**src/rtl/conv_sequencer.sv**
```systemverilog
// conv_sequencer: frame-level controller for the Gaussian convolution path.
//   Kicks conv_memory/pixel_pos with new_trans. Then, for each output pixel,
//   it waits for a full window, latches it and steps the position, starts the
//   engine, waits for the result and writes it to the output SRAM.
// Ports:
//   clk, n_rst                       clock, async active-low reset
//   start / abort                    host frame start pulse / level abort
//   new_trans                        window + position reset pulse
//   new_sample_ready/new_sample_req  window handshake with conv_memory
//   update_pos, end_pos, curr_x/y    position handshake with pixel_pos
//   conv_start, conv_done, conv_result  engine handshake
//   wen_out, x/y_addr_out, wdat_out  output SRAM write port
//   busy, done, err, pix_count       status
module conv_sequencer #(
  parameter int X_MAX          = 60,
  parameter int Y_MAX          = 60,
  parameter int PIXEL_DEPTH    = 8,
  parameter int TIMEOUT_CYCLES = 1023,
  parameter int CNT_W          = 12
) (
  input  logic                     clk,
  input  logic                     n_rst,
  input  logic                     start,
  input  logic                     abort,
  output logic                     new_trans,
  input  logic                     new_sample_ready,
  output logic                     new_sample_req,
  output logic                     update_pos,
  input  logic                     end_pos,
  input  logic [$clog2(X_MAX)-1:0] curr_x,
  input  logic [$clog2(Y_MAX)-1:0] curr_y,
  output logic                     conv_start,
  input  logic                     conv_done,
  input  logic [PIXEL_DEPTH-1:0]   conv_result,
  output logic                     wen_out,
  output logic [$clog2(X_MAX)-1:0] x_addr_out,
  output logic [$clog2(Y_MAX)-1:0] y_addr_out,
  output logic [PIXEL_DEPTH-1:0]   wdat_out,
  output logic                     busy,
  output logic                     done,
  output logic                     err,
  output logic [CNT_W-1:0]         pix_count
);

  localparam int TW = $clog2(TIMEOUT_CYCLES + 1);
  localparam logic [TW-1:0] TMO_MAX = TW'(TIMEOUT_CYCLES);

  typedef enum logic [3:0] {
    IDLE, INIT, WAIT_SAMPLE, LATCH, CONV, CONV_WAIT, WRITE, DONE, ERROR
  } state_t;

  state_t        state;
  logic          last;
  logic [TW-1:0] tmo;

  // Status decode of the registered state only.
  assign busy = !(state inside {IDLE, DONE, ERROR});

  // Every pulse is registered on the edge that enters its state, so it is
  // high for exactly the one cycle spent in that state. Values that depend on
  // inputs (update_pos, the address, last) are sampled on that same edge.
  always_ff @(posedge clk or negedge n_rst) begin
    if (!n_rst) begin
      state          <= IDLE;
      new_trans      <= 1'b0;
      new_sample_req <= 1'b0;
      update_pos     <= 1'b0;
      conv_start     <= 1'b0;
      wen_out        <= 1'b0;
      done           <= 1'b0;
      err            <= 1'b0;
      x_addr_out     <= '0;
      y_addr_out     <= '0;
      wdat_out       <= '0;
      pix_count      <= '0;
      last           <= 1'b0;
      tmo            <= '0;
    end else begin
      new_trans      <= 1'b0;
      new_sample_req <= 1'b0;
      update_pos     <= 1'b0;
      conv_start     <= 1'b0;
      wen_out        <= 1'b0;
      done           <= 1'b0;
      // The timer only counts while staying in a wait state; any other cycle
      // zeroes it, which gives a fresh count on every wait-state entry.
      tmo            <= '0;
      if (abort) begin
        // Abort wins over everything; err is kept so the host can still see it.
        state <= IDLE;
      end else begin
        case (state)
          IDLE, ERROR: begin
            if (start) begin
              state     <= INIT;
              new_trans <= 1'b1;
              pix_count <= '0;
              err       <= 1'b0;
            end
          end
          INIT: state <= WAIT_SAMPLE;
          WAIT_SAMPLE: begin
            // A ready arriving on the timeout cycle still wins.
            if (new_sample_ready) begin
              state          <= LATCH;
              new_sample_req <= 1'b1;
              update_pos     <= !end_pos;
              x_addr_out     <= curr_x;
              y_addr_out     <= curr_y;
              last           <= end_pos;
            end else if (tmo == TMO_MAX) begin
              state <= ERROR;
              err   <= 1'b1;
            end else begin
              tmo <= tmo + 1'b1;
            end
          end
          LATCH: begin
            // The engine starts one cycle after the latch so it reads the
            // freshly shifted window.
            state      <= CONV;
            conv_start <= 1'b1;
          end
          CONV: state <= CONV_WAIT;
          CONV_WAIT: begin
            if (conv_done) begin
              state     <= WRITE;
              wdat_out  <= conv_result;
              wen_out   <= 1'b1;
              pix_count <= (&pix_count) ? pix_count : pix_count + 1'b1;
            end else if (tmo == TMO_MAX) begin
              state <= ERROR;
              err   <= 1'b1;
            end else begin
              tmo <= tmo + 1'b1;
            end
          end
          WRITE: begin
            if (last) begin
              state <= DONE;
              done  <= 1'b1;
            end else begin
              state <= WAIT_SAMPLE;
            end
          end
          DONE:    state <= IDLE;
          default: state <= IDLE;
        endcase
      end
    end
  end

endmodule

```
**config.mk**
```make
export PLATFORM = sky130hd
export DESIGN_NAME = conv_sequencer
export DESIGN_NICKNAME = d
export VERILOG_FILES = /design/src/rtl/conv_sequencer.sv
export SDC_FILE = /design/constraint.sdc
export NUM_CORES = 1
export LEC_CHECK = 0
export ABC_AREA = 1
export CAP_MARGIN = 0
export CORE_AREA = 2 2 105 107
export CTS_BUF_LIST = sky130_fd_sc_hd__clkbuf_8
export DETAILED_ROUTE_END_ITERATION = 10
export DIE_AREA = 0 0 107 109
export MAX_ROUTING_LAYER = met4
export PLACE_DENSITY = 0.53
export SLEW_MARGIN = 20
export SYNTH_ARGS = -nofsm -noshare
export SYNTH_HDL_FRONTEND = slang
export SYNTH_SLANG_ARGS = --single-unit
export TNS_END_PERCENT = 20
```
**constraint.sdc**
```tcl
create_clock -name clk -period 2.8 [get_ports clk]
set_input_delay 0.42 -clock clk [delete_from_list [all_inputs] [get_ports clk]]
set_output_delay 0.42 -clock clk [all_outputs]
set_load 0.01 [all_outputs]
```
==> results.md, run 1 <==
- Port bufs: 66
- H-tree depth: 2
- CTS clock-pin slew for the worst setup and hold paths: 110 ps
- # DRC: 0
- Simple-gate area share of the yosys netlist: 37.1%
- Compound-Gate Fraction of Synth Area: 2.64%
- Drt via density: 4.26
- Final Slew Violations: 0
- Die area: 0.0117 sq mm
- Post-Synthesis Cell Area: 0.00266 sq mm
- Reg area: 0.00135 sq mm
- Hold Fails Final Rpt: 0
- Post-synth top area share: 50.9%
- DR vias: between 2000 and 2500
- Most common cell after layout, fill and taps aside: nand2_1
- Die height: 109 microns
- Rows: 38
- Design area: 0.00356 sq mm
- Area grow syn2layout: 33.9%
- FMAX: 427 MHz
- Final period utilization: 83.6%
- CP Cell Sequence: nor2_1 > nand2_1 > inv_1 > a31oi_1 > clkdlybuf4s50_1
- Seq cells post-synth: 54
- Initial DRT Pass Iterations: 6
- EDFF count, synth: 0
- Post-layout min period: around 2300 ps
- Synth cell types: 29
- Cts hold-fix bufs: 0
- Die extent in x: 107 microns
- Worst-path fanout max: 8
- Initial DRC Count: 180
- Synth area leaders: dfrtp_1 (51%), nand2_1 (19%), nor2_1 (6.4%), nand3_1 (4.7%), xor2_1 (2.6%)
- Final setup viols: 0
- Slew headroom: 69.8%
- I/O pins: 67
- Commonest non-fill, non-tap cells in the layout: nand2_1 (132), clkdlybuf4s50_1 (65), dfrtp_1 (54), nor2_1 (45), nand3_1 (25)
- Main combinational cell family by area after synthesis: simple AND/OR/NAND/NOR gates
- Clock power frac: 19.0%
- Switch Pwr: about 0.0009 W
- Min-Delay Path Class: in2async
- Post-route antenna net violation count: 0
- Syn avg cell area: 8.03 sq um
- PwrDens: 701 mW/mm^2
- CP required: 2380 ps
- Slowest-stage cell, CP: clkdlybuf4s50_1
- Initial Util: 25.1%
- Int Power: 0.00158 W
- Seq/Total Area, Yosys: between 50% and 60%
- Root Buffer: clkbuf_8
- Tot Pwr: 0.00249 W
- Post-Synth XOR/XNOR Area: 3.96%
- Combinational power share: 38.7%
- RSZ-0062 raised after global routing: false
- First-pass GRT wire length: 10500 microns
- Synthesized instance count: about 330
- Worst path arrival time: 1920 ps
- Cell Area, Placed: ~0.0035 sq mm
- CP max stage delay: 560 ps
- Initial antenna violation count: 0
- Post-cts sizing count: 0
- Main synth FF type: dfrtp_1
- Worst skew pair latency: 320 ps
- Fraction of registers with async set/reset: 100%
- Sw Ratio: 36.7%
- Final HPWL DP: 4700 microns
- CTS Buf Count: 5
- Global-route usage over all layers: 11.7%
- Antenna diode count: 0
- Wire per inst: 11.6 microns
- Max Cap Viol: 0
- Startpoint type of the worst setup path: flop
- Max IR drop VDD: 0.000240 V
- Routed Wire Length: approximately 6300 microns
- Vias in the first global route: roughly 2200
- Post-synth top area cell: dfrtp_1
- Layout cell share with drive strength beyond 1: 7.96%
- Clock Skews: between 10 and 15 ps
- Post-route setup TNS: 0 ps
- Tightest Pin Transition: 452 ps
- Final nets: 430
- Gpl congestion: ~0.79
- CTS tree: done
- Post-Synth Adder-Cell Area: 0.942%
- Fillers: 1100
- Syn_nets: 360
- Setup CP Type: reg2out
- Static Leak: 1.63 nW
- CP endpoint kind: primary output
- Multi-input combinational cell area: 0.00119 sq mm
- Postcts setup bufs: 0
- Largest net degree at the start of global routing: 25
- Post-synthesis mux area share: 0%
- CTS Sinks: 54
- Gr ovfl total: 0
- Status: completed
- Power share of the sequential group: 42.2%
- Core Area: 0.0106 sq mm
- Yosys warnings: 0
- Maximum buffer depth of the clock tree: 2
[worst paths after layout]
path	from	endpoint	slack (ps)	cells after the start
worst min register to register	tmo[0]	tmo[0]	470	1
max in group asynchronous	n_rst	last	2080	2
min in group clk	tmo[0]	tmo[0]	470	1
worst max-delay path	state[1]	busy	460	5
worst max register to register	pix_count[0]	pix_count[10]	1010	9
worst min-delay path	n_rst	pix_count[7]	30	1
[through the flow]
step                      hold WS (ps)  instances  utilization [%]  worst slack (ps)
after detailed placement           399        534             32.6               778
after global placement             402        534             32.6               811
after CTS                         42.0        542             33.5               429
final                             33.6        542             33.5               459
after floorplan                    124        331                -              1210
after global routing              60.0        542             33.5               265
[layer usage]
layer / part of all wire, % / wire length (microns) / up-vias / GRT usage, %
met5: 0 / 0 / - / -
met2: 48 / 3020 / 53 / 19.2
met1: 47 / 2980 / 1060 / 14.8
met4: 0.87 / 55 / 0 / 3.25
met3: 3.7 / 232 / 5 / 2.39
li1: - / - / 1190 / -
[state kept, by name, indices dropped and copies added, names as in the netlist, 4 cells and up]
signal	flops
x_addr_out	6
pix_count	12
tmo	10
state	4
wdat_out	8
y_addr_out	6
[area by class of cell]
cell class / instances / area share [%]
clock buffer: 5 / 1.93
clock inverter: 3 / 0.809
inverter: 19 / 2.15
multi-input combinational: 253 / 33.3
sequential: 54 / 38.0
tap: 140 / 4.92
timing repair buffer: 68 / 18.9
[power groups by stage]
stage / logic (W) / clock network (W) / registers, W
4_1_cts: 0.000977 / 0.000501 / 0.00106
3_3_place_gp: 0.000966 / 0 / 0.00107
2_1_floorplan: 0.000486 / 0 / 0.00111
6_report: 0.000966 / 0.000474 / 0.00105
5_1_grt: 0.00108 / 0.000543 / 0.00108
3_5_place_dp: 0.000976 / 0 / 0.00107
[cells in the mapped netlist (2+ instances only)]
cell type / n
xnor2_1: 4
nand3_2: 3
dfrtp_1: 54
inv_2: 6
nand2_1: 132
o21bai_1: 2
nor2_1: 45
and3_1: 2
nor2_2: 3
nor2_4: 2
ha_1: 2
inv_1: 12
buf_6: 3
nand3b_1: 3
nand3_1: 25
a21oi_1: 6
nand4_1: 6
nand2_4: 2
xor2_1: 8
nand2_2: 2
[logic make-up after synthesis]
kind of cell	count (synthesis)
AND/OR/NAND/NOR	227
flip-flops	54
buffers and inverters	24
AO/OA/AOI/OAI	12
XOR/XNOR	12
adder cells (fa/ha/maj)	2
[critical path, delay by kind of cell (launching register included)]
family | cells | cell delay, ps
flops | 1 | 520
simple gates | 2 | 330
buf+inv | 2 | 620
compound gates | 1 | 140
(Power assumes the default switching activity.)
==> run 2: changes to the inputs <==
--- a/config.mk
+++ b/config.mk
@@ -12,7 +12,7 @@
 export DETAILED_ROUTE_END_ITERATION = 10
 export DIE_AREA = 0 0 107 109
 export MAX_ROUTING_LAYER = met4
-export PLACE_DENSITY = 0.53
+export PLACE_DENSITY = 0.54
 export SLEW_MARGIN = 20
 export SYNTH_ARGS = -nofsm -noshare
 export SYNTH_HDL_FRONTEND = slang
==> constraint.sdc (replaced) <==
create_clock -name clk -period 1.9 [get_ports clk]
set_input_delay 0.285 -clock clk [delete_from_list [all_inputs] [get_ports clk]]
set_output_delay 0.285 -clock clk [all_outputs]
set_load 0.01 [all_outputs]
==> run 2 against run 1 <==
Total power increased by 50%. Sequential share of layout area down 0.62 points. Clock-buffer cell count up 1. Final area rose by 1.7%. First-iteration DRC count fell by 40%. Combinational power up 54%. Sequential power rose by 46%. Utilization is 0.55 points higher. Critical endpoint unchanged. Clock power increased by 50%. Sequential cell count is the same. Via count up 2.2%. Cell count rose by 1.3%.
==> results.md, run 2 (same netlist as run 1, synthesis figures left out) <==
- Final nets: 437
- Initial Util: 25.1%
- Drt via density: 4.30
- PwrDens: roughly 1000 mW/mm^2
- Root Buffer: clkbuf_8
- Worst path arrival time: 1490 ps
- Worst-path fanout max: 4
- Static Leak: 1.66 nW
- Met3 wire len: 242 microns
- Metal2 WL: roughly 3100 microns
- Gpl congestion: 0.813
- Initial DRT Pass Iterations: 4
- CTS Buf Count: 5
- Setup CP Type: reg2out
- CP required: about 1600 ps
- Commonest non-fill, non-tap cells in the layout: nand2_1 (132), clkdlybuf4s50_1 (64), dfrtp_1 (54), nor2_1 (44), nand3_1 (25)
- Most common cell after layout, fill and taps aside: nand2_1
- Status: completed
- Final HPWL DP: 4770 microns
- Post-layout min period: roughly 1800 ps
- Global-route usage over all layers: 12.0%
- Reg2Reg Depth: 6
- Top Layer Used: met4
- Vias in the first global route: 2283
- Die area: approximately 0.012 sq mm
- Area grow syn2layout: 36.1%
- H-tree depth: 2
- CP endpoint kind: primary output
- Worst skew pair latency: 320 ps
- Initial DRC Count: 108
- Initial antenna violation count: 0
- CTS tree: done
- CTS clock-pin slew for the worst setup and hold paths: 110 ps
- Fillers: between 1000 and 1500
- FMAX: approximately 560 MHz
- Worst r2r src: tmo[0]
- Rows: 38
- Min-Delay Path Class: in2async
- Max IR drop VDD: around 0.0004 V
- Final setup viols: 0
- Post-route setup TNS: 0 ps
- Most flops, register: pix_count
- DR vias: 2359
- CTS Sinks: 54
- Max reg flops: 12
- Die extent in x: 107 microns
- Antenna diode count: 0
- Tightest Pin Transition: 478 ps
- Post-placement setup slack: a little over 200 ps
- Port bufs: 66
- Clock Skews: approximately 12 ps
- # DRC: 0
- I/O pins: 67
- Hold Fails Final Rpt: 0
- Final Slew Violations: 0
- Wire per inst: 11.8 microns
- Post-Route M1 WL: 3010 microns
- Layout cell share with drive strength beyond 1: 9.54%
- Reg2reg end: tmo[9]
- Startpoint type of the worst setup path: flop
- Final period utilization: 93.3%
- First-pass GRT wire length: roughly 11000 microns
- Core Area: 0.0106 sq mm
- Largest net degree at the start of global routing: 22
- Die height: between 100 and 150 microns
- Largest regs: pix_count: 12 flops, tmo: 10 flops, wdat_out: 8 flops
- Maximum buffer depth of the clock tree: 2
- Slew headroom: 68.2%
- Final setup margin: 126 ps
- Routed Wire Length: 6450 microns
- Flop2flop setup slack: 220 ps
- Hold_ws: 453 ps
- Postcts setup bufs: 0
- RSZ-0062 raised after global routing: false
- Gr ovfl total: 0
- Max Cap Viol: 0
- Post-route antenna net violation count: 0
==> run 2: cell count changes in the layout (fill, tap and decap cells not counted), sizes merged <==
cell / before / now
dlygate4sd3: 0 / 1
clkinv: 2 / 3
clkdlybuf4s50: 65 / 64
buf: 3 / 9
inv: 20 / 18
dlygate4sd2: 0 / 1
clkbuf: 5 / 6
==> run 2: area by class of cell <==
| class | instances | area [sq um] | share of cell area (%) |
|---|---|---|---|
| clock buffer | 6 | 82.6 | 2.28 |
| clock inverter | 2 | 17.5 | 0.484 |
| inverter | 19 | 76.3 | 2.11 |
| multi-input combinational | 253 | 1190 | 32.9 |
| sequential | 54 | 1350 | 37.4 |
| tap | 140 | 175 | 4.84 |
| timing repair buffer | 75 | 724 | 20.0 |
==> run 2: repair_timing <==
| action | in CTS | in global routing |
|---|---|---|
| endpoints found under the hold margin | 19 | 0 |
| endpoints found under the setup margin | 1 | 1 |
| hold buffers | 1 | 0 |
| resized for setup | 1 | 1 |
| cloned | 0 | 0 |
==> run 2: worst max path at each step <==
stage | from | endpoint | slack, ps
3_3_place_gp | conv_done | pix_count[7] | 200
2_1_floorplan | pix_count[0] | pix_count[10] | 310
3_5_place_dp | conv_done | pix_count[9] | 210
4_1_cts | state[0] | busy | 50
5_1_grt | state[0] | busy | 40
6_report | state[0] | busy | 130
==> run 2: per-stage QoR <==
| stage | instances | cell area, sq um | utilization, % | power [W] |
|---|---|---|---|---|
| 4_1_cts | 549 | 3610 | 34.1 | 0.00378 |
| 3_5_place_dp | 540 | 3500 | 33.1 | 0.00305 |
| 2_1_floorplan | 331 | 2660 | - | 0.00235 |
| 6_report | 549 | 3620 | 34.1 | 0.00373 |
| 5_1_grt | 549 | 3620 | 34.1 | 0.00400 |
| 3_3_place_gp | 540 | 3500 | 33.1 | 0.00304 |
==> run 2: worst max-delay path: stages, from the launching register on <==
cell           delay [ps]
dfrtp_1               450
nor2_2                210
nand2_1               100
inv_1                  60
a31oi_1                50
dlygate4sd2_1         310
==> run 2: metal layers <==
metal / vias to the layer above / global-route usage [%]
met5: - / -
met3: 7 / 2.39
met4: 0 / 3.71
met1: 1103 / 15.2
li1: 1197 / -
met2: 52 / 19.3
==> run 2: where the power goes <==
| part | internal (W) | total [W] | leakage (nW) | switching (W) |
|---|---|---|---|---|
| registers | 0.00139 | 0.00153 | 0.730 | 0.000142 |
| clock network | 0.000301 | 0.000712 | 0.0514 | 0.000411 |
| logic | 0.000698 | 0.00149 | 0.882 | 0.000791 |
| total | 0.00239 | 0.00373 | 1.66 | 0.00134 |
==> run 3: changes to the inputs <==
--- a/config.mk
+++ b/config.mk
@@ -13,7 +13,6 @@
 export DIE_AREA = 0 0 107 109
 export MAX_ROUTING_LAYER = met4
 export PLACE_DENSITY = 0.54
-export SLEW_MARGIN = 20
 export SYNTH_ARGS = -nofsm -noshare
 export SYNTH_HDL_FRONTEND = slang
 export SYNTH_SLANG_ARGS = --single-unit
==> results of run 3 <==
Same layout as run 2: the final DEF is identical, and so are final timing and power.
==> RTL edit, RTL diff (settings of run 3) <==
Change the parameter `Y_MAX` from 60 to 120.
--- a/src/rtl/conv_sequencer.sv
+++ b/src/rtl/conv_sequencer.sv
@@ -13,7 +13,7 @@
 //   busy, done, err, pix_count       status
 module conv_sequencer #(
   parameter int X_MAX          = 60,
-  parameter int Y_MAX          = 60,
+  parameter int Y_MAX          = 120,
   parameter int PIXEL_DEPTH    = 8,
   parameter int TIMEOUT_CYCLES = 1023,
   parameter int CNT_W          = 12
Ports: changed (resized curr_y and y_addr_out); port bits go from 67 to 69. No check against the original RTL was run, so the function may have changed too.
==> RTL edit against run 3 <==
Sequential power rose by 3%; power rose by 1.5%; maximum frequency is 4.7% higher; first-iteration DRC count is 9.3% lower; routed wire length down 1.3%; utilization increased by 0.60 points; synthesized area grew 0.71%; global-route usage rose by 0.34 points; die area unchanged; sequential cell count grew 1; design area is 1.8% higher; count of clock-buffer cells in the layout grew 1; setup slack better by 0.080 ns.
==> RTL edit: results (changes against run 3) <==
stage,metric,value,unit,change
run_status,outcome,completed,,unchanged
critical_path,cp_data_arrival_time,1.41,ns,was 1.49 ns
global_route,grtUsageMet3,0.0329,,was 0.0239
critical_path,critPathMaxFanout,5,,was 4
yosys,netlist-cell-type-count,28,,was 29
yosys,synth_seq_area_share,0.514,,was 0.509
final_layout,drive_above_1_share,0.0780,,was 0.0954
yosys,ys.warnings.count,0,,unchanged
timing,drv_slew,0,,unchanged
route,vias,2380,,was 2359
yosys,avgSynthCellArea,7.80,µm²,was 8.03 µm²
global_route,grt_pass1_wl,11.3,mm,was 10.8 mm
final_layout,stdcell_count,563,,was 549
global_route,antenna_found_initial,0,,unchanged
yosys,synthTopCellsByCount,"143 x nand2_1, 55 x dfrtp_1, 46 x nor2_1, 22 x inv_1, 22 x nand3_1",,"was 132 x nand2_1, 54 x dfrtp_1, 45 x nor2_1, 25 x nand3_1, 12 x inv_1"
yosys,muxShareOfSynthArea,0,,unchanged
final_layout,fillers,1107,,was 1125
hold_path,min_path_type,flip-flop to flip-flop,,was primary input to async pin
job,drv_cap,0,,unchanged
pwr,p_sw_frac,0.351,,was 0.360
yosys,synthTopCellsByArea,"dfrtp_1 51%, nand2_1 20%, nor2_1 6.5%",,"was dfrtp_1 51%, nand2_1 19%, nor2_1 6.4%"
global_route,grt_pass1_vias,2474,,was 2283
timing,skew,0.00641,ns,was 0.0117 ns
clock_network,ctsLongestPathBuffers,2,,unchanged
yosys,synth_fa_ha_area_frac,0.00935,,was 0.00942
timing,worst_slew_pin_slew,0.345,ns,was 0.478 ns
route,drt-total-wl,6.37,mm,was 6.45 mm
global_route,use_met1,0.154,,was 0.152
global_route,grt_max_degree,56,,was 22
critical_path,slowest_delay,0.43,ns,was 0.45 ns
final_layout,n_antenna_cell,0,,unchanged
yosys,synth_compound_area_frac,0.0257,,was 0.0264
route,first_pass_iters,4,,unchanged
place,placed_cells,553,,was 540
final_layout,largest_reg_flops,12,,unchanged
final_layout,fin_nets,452,,was 437
clock_network,clock_latency,0.30,ns,was 0.32 ns
yosys,async_flop_share,1.00,,unchanged
pwr,leakage,1.72,nW,was 1.66 nW
yosys,synth-main-ff-cell,dfrtp_1,,unchanged
pwr,p_comb_frac,0.391,,was 0.399
yosys,ys_ff_latch,55,,was 54
clock_network,cts_setup_buffers,1,,was 0
yosys,yosys.area_share.xor_xnor,0.0393,,was 0.0396
place,place_congestion,0.832,,was 0.813
global_route,gr-usage-met2,0.201,,was 0.193
place,portBuffers,68,,was 66
yosys,syn-num-nets,373,,was 360
route,drt_iter0_drc,98,,was 108
route,routed-wl-met2,3.03,mm,was 3.12 mm
place,hpwl,4.65,mm,was 4.77 mm
pwr,ir_drop,433,µV,was 390 µV
route,wl_met1,2.97,mm,was 3.01 mm
global_route,grt_use_total,0.123,,was 0.120
route,wl_met3,367,µm,was 242 µm
clock_network,cts-resized-gates,3,,was 1
pwr,powerSeq,0.00158,W,was 0.00153 W
pwr,pwr_density_cell,1030,nW/µm²,about the same
[RTL edit: cell types whose count changed after synthesis, sizes merged]
cell | run 3 | this run
nand2 | 136 | 148
inv | 18 | 25
nand3 | 28 | 24
nand4 | 7 | 4
a31oi | 1 | 0
clkbuf | 1 | 0
clkinv | 1 | 2
dfrtp | 54 | 55
nand3b | 3 | 2
o21a | 0 | 1
o21ai | 2 | 1
o22ai | 0 | 1
[RTL edit: stage by stage]
| step | instance area (µm²) | worst slack (ns) | hold slack, ns | utilization |
|---|---|---|---|---|
| floorplan | 2680 | 0.315 | -0.0106 | - |
| global placement | 3550 | 0.194 | 0.310 | 0.335 |
| detailed placement | 3550 | 0.208 | 0.311 | 0.335 |
| CTS | 3680 | 0.182 | 0.476 | 0.347 |
| global route | 3680 | 0.0808 | 0.489 | 0.347 |
| finish | 3680 | 0.207 | 0.466 | 0.347 |
[RTL edit: logic make-up (layout without fill, tap and decap cells)]
group	Yosys count	count (layout)
simple gates	231	231
flops	55	55
buf+inv	31	111
compound gates	12	12
xor+xnor	12	12
fa+ha+maj	2	2
[RTL edit: worst paths after layout]
kind,start,endpoint,slack (ns),cells after the start
max in group asynchronous,n_rst,pix_count[0],1.13,3
min in group asynchronous,n_rst,state[1],0.48,3
worst max-delay path,state[1],busy,0.21,4
worst max register to register,tmo[0],tmo[6],0.28,6
worst min-delay path,tmo[0],tmo[0],0.47,1
worst min register to register,tmo[0],tmo[0],0.47,1
[RTL edit: area by class of cell]
type / count / area [µm²] / share of cell area
sequential: 55 / 1380 / 0.374
multi-input combinational: 257 / 1170 / 0.319
timing repair buffer: 76 / 749 / 0.204
tap: 140 / 175 / 0.0476
inverter: 27 / 101 / 0.0275
clock buffer: 7 / 96.3 / 0.0262
clock inverter: 1 / 7.51 / 0.00204
